File: config.mk
export PLATFORM = sky130hd
export DESIGN_NAME = pipeline_elastic
export DESIGN_NICKNAME = d
export VERILOG_FILES = /design/src/rtl/pipeline_elastic.sv
export SDC_FILE = /design/constraint.sdc
export NUM_CORES = 1
export LEC_CHECK = 0
export BUFFER_PORTS_ARGS = -buffer_cell sky130_fd_sc_hd__clkbuf_2
export CAP_MARGIN = 20
export CORE_ASPECT_RATIO = 0.9
export CORE_MARGIN = 1
export CORE_UTILIZATION = 56
export DETAILED_ROUTE_END_ITERATION = 10
export GPL_ROUTABILITY_DRIVEN = 0
export GPL_TIMING_DRIVEN = 0
export PLACE_DENSITY_LB_ADDON = 0.3
export SLEW_MARGIN = 20
export SYNTH_ARGS = -nofsm -noshare
export SYNTH_HDL_FRONTEND = slang
export SYNTH_SLANG_ARGS = --single-unit
File: constraint.sdc
create_clock -name clk -period 3.2 [get_ports clk]
set_input_delay 0.64 -clock clk [delete_from_list [all_inputs] [get_ports clk]]
set_output_delay 0.64 -clock clk [all_outputs]
set_load 0.02 [all_outputs]
File: src/rtl/pipeline_elastic.sv
// Elastic valid/ready pipeline built from NUM_STAGES two-entry skid slices.
// Define PIPE_ELASTIC_OCC_EN to add the registered 'occupancy' word-count output.
module pipeline_elastic #(
  parameter int NUM_STAGES = 3,
  parameter int DATA_WIDTH = 16
) (
  input  logic                  clk,
  input  logic                  rstn,
  input  logic                  in_valid,
  input  logic [DATA_WIDTH-1:0] in_data,
  output logic                  in_ready,
  output logic                  out_valid,
  output logic [DATA_WIDTH-1:0] out_data,
  input  logic                  out_ready
`ifdef PIPE_ELASTIC_OCC_EN
  ,
  output logic [$clog2(2*NUM_STAGES+1)-1:0] occupancy
`endif
);

  typedef enum logic [1:0] {
    ST_EMPTY = 2'b00,
    ST_FULL  = 2'b01,
    ST_SKID  = 2'b10
  } stage_st_e;

  stage_st_e             st_q [NUM_STAGES];
  stage_st_e             st_d [NUM_STAGES];
  logic [DATA_WIDTH-1:0] md_q [NUM_STAGES];
  logic [DATA_WIDTH-1:0] md_d [NUM_STAGES];
  logic [DATA_WIDTH-1:0] sd_q [NUM_STAGES];
  logic [DATA_WIDTH-1:0] sd_d [NUM_STAGES];
  logic [DATA_WIDTH-1:0] up_d_s [NUM_STAGES];
  logic [NUM_STAGES-1:0] up_v_s;
  logic [NUM_STAGES-1:0] dn_s;
  logic                  in_ready_q, in_ready_d;
  logic                  out_valid_q, out_valid_d;

  // Each stage's ready toward its upstream neighbour comes only from that stage's state flops.
  for (genvar g = 0; g < NUM_STAGES; g++) begin : g_chain
    if (g == 0) begin : g_head
      assign up_v_s[g] = in_valid;
      assign up_d_s[g] = in_data;
    end else begin : g_body
      assign up_v_s[g] = (st_q[g-1] != ST_EMPTY);
      assign up_d_s[g] = md_q[g-1];
    end
    if (g == NUM_STAGES - 1) begin : g_tail
      assign dn_s[g] = out_ready;
    end else begin : g_mid
      assign dn_s[g] = (st_q[g+1] != ST_SKID);
    end
  end

  // Next state of every slice.
  always_comb begin
    for (int k = 0; k < NUM_STAGES; k++) begin
      st_d[k] = st_q[k];
      md_d[k] = md_q[k];
      sd_d[k] = sd_q[k];
      case (st_q[k])
        ST_EMPTY: begin
          if (up_v_s[k]) begin
            st_d[k] = ST_FULL;
            md_d[k] = up_d_s[k];
          end else begin
            st_d[k] = ST_EMPTY;
          end
        end
        ST_FULL: begin
          if (up_v_s[k] && dn_s[k]) begin
            md_d[k] = up_d_s[k];
          end else if (up_v_s[k] && !dn_s[k]) begin
            st_d[k] = ST_SKID;
            sd_d[k] = up_d_s[k];
          end else if (!up_v_s[k] && dn_s[k]) begin
            st_d[k] = ST_EMPTY;
          end else begin
            st_d[k] = ST_FULL;
          end
        end
        ST_SKID: begin
          // Upstream is held off while skidding, so up_v_s is not looked at here.
          if (dn_s[k]) begin
            st_d[k] = ST_FULL;
            md_d[k] = sd_q[k];
          end else begin
            st_d[k] = ST_SKID;
          end
        end
        default: begin
          st_d[k] = ST_EMPTY;
        end
      endcase
    end
    in_ready_d  = (st_d[0] != ST_SKID);
    out_valid_d = (st_d[NUM_STAGES-1] != ST_EMPTY);
  end

  // State, payload and registered handshake outputs.
  always_ff @(posedge clk or negedge rstn) begin
    if (!rstn) begin
      for (int k = 0; k < NUM_STAGES; k++) begin
        st_q[k] <= ST_EMPTY;
        md_q[k] <= '0;
        sd_q[k] <= '0;
      end
      in_ready_q  <= 1'b1;
      out_valid_q <= 1'b0;
    end else begin
      for (int k = 0; k < NUM_STAGES; k++) begin
        st_q[k] <= st_d[k];
        md_q[k] <= md_d[k];
        sd_q[k] <= sd_d[k];
      end
      in_ready_q  <= in_ready_d;
      out_valid_q <= out_valid_d;
    end
  end

  assign in_ready  = in_ready_q;
  assign out_valid = out_valid_q;
  assign out_data  = md_q[NUM_STAGES-1];

`ifdef PIPE_ELASTIC_OCC_EN
  localparam int OCC_W = $clog2(2*NUM_STAGES+1);

  logic [OCC_W-1:0] occ_q, occ_d;
  logic             in_xfer_s, out_xfer_s;

  assign in_xfer_s  = in_valid & in_ready_q;
  assign out_xfer_s = out_valid_q & out_ready;

  // Word count moves only when exactly one side transfers.
  always_comb begin
    occ_d = occ_q;
    case ({in_xfer_s, out_xfer_s})
      2'b10:   occ_d = occ_q + OCC_W'(1);
      2'b01:   occ_d = occ_q - OCC_W'(1);
      default: occ_d = occ_q;
    endcase
  end

  // Occupancy register.
  always_ff @(posedge clk or negedge rstn) begin
    if (!rstn) begin
      occ_q <= '0;
    end else begin
      occ_q <= occ_d;
    end
  end

  assign occupancy = occ_q;
`endif

endmodule

* Word level (Yosys, flattened, before mapping)
Cells that the tools add are included.
** Word-level totals
- Input port bits :: 20
- Register bits after elaboration :: 104
- Word-level logic and storage cells :: 93
- Output and inout bits :: 18
** Operators by class
- Eq/ne operators :: 19
- Reductions and logical operators :: 30
- Bitwise operators :: 3
- Multiplexer cells :: 30
** Operators by type and width (number)
- $mux W16 :: 9
- $pmux W16 S3 :: 3
- $ne A2 B2 Y1 const B :: 13
- $mux W2 :: 9
- $pmux W2 S3 :: 3
- $reduce_and A4 Y1 :: 3
- $logic_and A1 B1 Y1 :: 9
- $reduce_and A3 Y1 :: 3
- $reduce_bool A3 Y1 :: 3
- $eq A2 B1 Y1 const B :: 3
- $eq A2 B2 Y1 const B :: 3
- $logic_not A1 Y1 :: 6
- $logic_not A2 Y1 :: 3
- $mux W1 :: 6
- $reduce_bool A2 Y1 :: 3
- $not A1 Y1 :: 3

* Logic depth before layout (Yosys ltp)
- Word-level depth :: 8
- Mapped depth :: 8

* Worst setup path before layout
Ideal clock, no wire load.
- Kind :: register to register
- Start :: reg st_q[3] (netlist bit)
- End :: reg md_q[35] (netlist bit)
- Setup time :: 0.125 ns
- Buffers on the path :: 2
- Clock period less this slack :: 2.210 ns
- Required time :: 3.075 ns
- Path slack :: 0.990 ns
- Cell stages (with the launch flop) :: 9
- Data arrival time :: 2.085 ns
- Cell sequence :: dfrtp_1 and2b_4 inv_2 clkbuf_1 ha_1 mux2i_1 o22ai_4 buf_4 mux2_2
** On the way
- Longest elaborated chain between the ends :: 4
- Elaborated cells between the ends (all ways) :: 5
- Those cells by class :: eq/ne (3); reduce/logical (2)
** Ends and longest elaborated chain
- from (decl) :: line 27 : stage_st_e st_q [NUM_STAGES];
- from (signal, indexed assignment) :: line 112 : st_q[k] <= st_d[k];
- $ne A2 B2 Y1 * :: line 51 : assign dn_s[g] = (st_q[g+1] != ST_SKID);
- $logic_and A1 B1 Y1 :: line 71 : if (up_v_s[k] && dn_s[k]) begin
- $ne A2 B2 Y1 (no line)
- $reduce_and A4 Y1 (no line) *
- to (signal, indexed assignment) :: line 113 : md_q[k] <= md_d[k];
- to (decl) :: line 29 : logic [DATA_WIDTH-1:0] md_q [NUM_STAGES];
Every way passes the cells marked *; elsewhere a longest branch is shown, timed or not.
A chain may end at the register's enable or synchronous reset.

* Worst setup path in the final report
- Start :: reg st_q[3] (netlist bit)
- End :: reg md_q[37] (netlist bit)
The elaborated chain is that of the path after synthesis.

==> run metrics <==
DR vias/cell 5.31; R2R Setup Slk 0.59 ns; Area Growth Syn to Fin 12.1%; WL/cell 15.8 um; max cap viols 0; post-synthesis cell type count 37; # IOs 38; post-synth top area share 53.1%; Final TNS setup 0 ns; placed inst area ~5200 sq um; fin nets 400; CP Max Fanout 10; Post-CTS Setup Bufs 0; unrepaired setup endpoints after global routing false; die span in x about 100 um; num rows 31; via count 2613; post-synthesis register bit count 104; Worst R2R Path Depth 8; die area 9050 sq um; worst setup margin 0.591 ns; Crit Path Category reg -> reg; initial core utilization 59.1%; Finish-stage setup viols 0; Yosys top cell by area dfrtp_1; CP required 3.45 ns; DR iter-0 viols slightly below 90; clk_skew 0.0119 ns; global route overflow 0; wire length of the first global-routing pass between 10000 and 15000 um; H-tree depth 3; Hold-fix buffers, CTS 0; pin count of the biggest net entering global routing 82; fin area 5440 sq um; core area 8220 sq um; layout cell share with drive strength beyond 1 52.3%; CTS tree yes; synth warn 0; vias in the first global route 2714; Port Buffers 37; # DRC 0; post-layout minimum cycle time ~2.6 ns; die outline height 90.4 um; number of buffers created by CTS 9; Placement Setup Slack 0.616 ns; Worst Hold Class in -> async; Cells after Synth 324; ANT cells 0; Slew @ Worst Pin 0.478 ns; Slew Viols, Final 0; Peak Freq 383 MHz; leakage power 2.45 nW; CTS clk-pin slew, worst paths 0.09 ns; Startpoint Class flop; CP endpoint kind flop; peak supply drop between 0.3 and 0.4 mV; Max-slew headroom 68.1%; CP Data Arrival Time between 2 and 3 ns; initial antenna violation count 0; PostCTS Resize Cnt 0; sequential share of the synthesized area 53.6%; 1st-pass router iterations 4; Max clock buf depth 2; Total GRT Usage 19.2%; detailed-route wire length 7790 um; antenna viol nets, final 0; final hold vios 0; status finished, final reports clean; Final period util 81.5%; Final Total Pwr 0.00468 W; Post-Syn Nets 351; Mapped Avg Cell Area roughly 15 sq um; PwrDens 859 nW/um^2; RR Startpoint st_q[3]; worst skew pair latency about 0.36 ns; r2r endpoint md_q[37]; Synth area leaders dfrtp_1, mux2_2, mux2_4, mux2_1, o221a_1; synthesized cell area 4860 sq um; CTS Sinks 104; hpwl dp 5710 um; Root Buffer Master clkbuf_8
## routing by layer
layer	global-route usage (%)	share of wire, %
met4	8.70	2.6
met5	0	0
met3	4.26	3.5
met2	29.2	45
met1	26.4	49
## layout by cell type, fill, tap and decap left out, drive strengths merged
| cell | netlist | layout |
|---|---|---|
| mux2 | 112 | 112 |
| dfrtp | 103 | 103 |
| clkbuf | 3 | 52 |
| buf | 28 | 29 |
| or3 | 17 | 17 |
| o221a | 16 | 16 |
| ha | 7 | 7 |
| nand3b | 6 | 6 |
| o22ai | 4 | 4 |
| or2 | 3 | 3 |
| nand2b | 3 | 3 |
| inv | 3 | 3 |
| nor3 | 3 | 3 |
| mux2i | 2 | 2 |
| o21ai | 2 | 2 |
| bufinv | 0 | 2 |
| o31ai | 2 | 2 |
| and2b | 2 | 2 |
| nor3b | 1 | 1 |
| o21bai | 1 | 1 |
| nand2 | 1 | 1 |
| o32ai | 1 | 1 |
| nor2b | 1 | 1 |
| nor2 | 1 | 1 |
| a211o | 1 | 1 |
| clkinv | 0 | 1 |
| dfstp | 1 | 1 |
## area by class of cell
| type | instances | area, sq um |
|---|---|---|
| flip-flops and latches | 104 | 2600 |
| clock inverters | 3 | 65.1 |
| plain buffers | 31 | 241 |
| inverters | 3 | 11.3 |
| clock buffers | 12 | 155 |
| repair buffers | 38 | 221 |
| fillers | 623 | 2780 |
| multi-input cells | 186 | 2000 |
| well taps | 115 | 144 |
## sequential cells by signal, summed over array words and instances (netlist names)
name / flops
sd_q: 48
out_valid: 1
md_q: 32
out_data: 16
in_ready: 1
st_q: 6
## logic make-up after synthesis
| kind of cell | synth area share, % |
|---|---|
| compound gates | 6.23 |
| buf+inv | 5.20 |
| flops | 53.6 |
| mux | 27.7 |
| simple gates | 5.49 |
| fa+ha+maj | 1.80 |
## per-stage QoR
stage / utilization (%) / hold WS (ns) / cells
floorplan: - / 0.344 / 324
global placement: 63.1 / 0.463 / 476
detailed placement: 63.5 / 0.473 / 477
CTS: 66.2 / 0.133 / 492
global route: 66.2 / 0.140 / 492
finish: 66.2 / 0.132 / 492
## worst max path at each step
stage	start	cells after the start	end	slack, ns
final	st_q[3]	8	md_q[37]	0.59
after global placement	rstn	1	sd_q[34]	0.15
after detailed placement	st_q[3]	8	md_q[39]	0.62
after floorplan	st_q[3]	8	md_q[35]	0.99
after CTS	st_q[3]	8	md_q[37]	0.60
after global routing	st_q[3]	8	md_q[47]	0.44
## where the power goes
| part | total (W) | internal (W) | switching, W |
|---|---|---|---|
| sequential | 0.00211 | 0.00180 | 0.000307 |
| clock | 0.000881 | 0.000478 | 0.000402 |
| combinational | 0.00169 | 0.00102 | 0.000671 |
## cell usage after synthesis
master and instances:
o22ai_4 1, o221a_2 4, mux2_1 16, ha_1 7, or2_2 3, dfstp_2 1
o221a_1 12, nand2b_1 1, nand3b_1 6, buf_6 6, dfrtp_1 103, nand2_1 1
o31ai_1 1, buf_8 1, mux2_2 79, o31ai_4 1, o32ai_4 1, buf_4 17
nor2b_1 1, nor3b_1 1, or3_1 17, o21bai_1 1, o22ai_1 3, and2b_2 1
mux2i_1 2, o21ai_0 2, a211o_2 1, nor3_1 1, buf_2 4, inv_1 1
and2b_4 1, nor2_4 1, nor3_2 2, mux2_4 17, nand2b_2 2, inv_2 2
clkbuf_1 3
## critical path, cell delays in order, from the launching register on
cell and delay [ns]:
dfrtp_1 0.50, and2b_4 0.25, inv_2 0.15, clkbuf_1 0.35
ha_1 0.27, mux2i_1 0.12, o22ai_4 0.26, buf_4 0.25
mux2_2 0.35
Note: power is estimated with default switching activity, not from simulation.
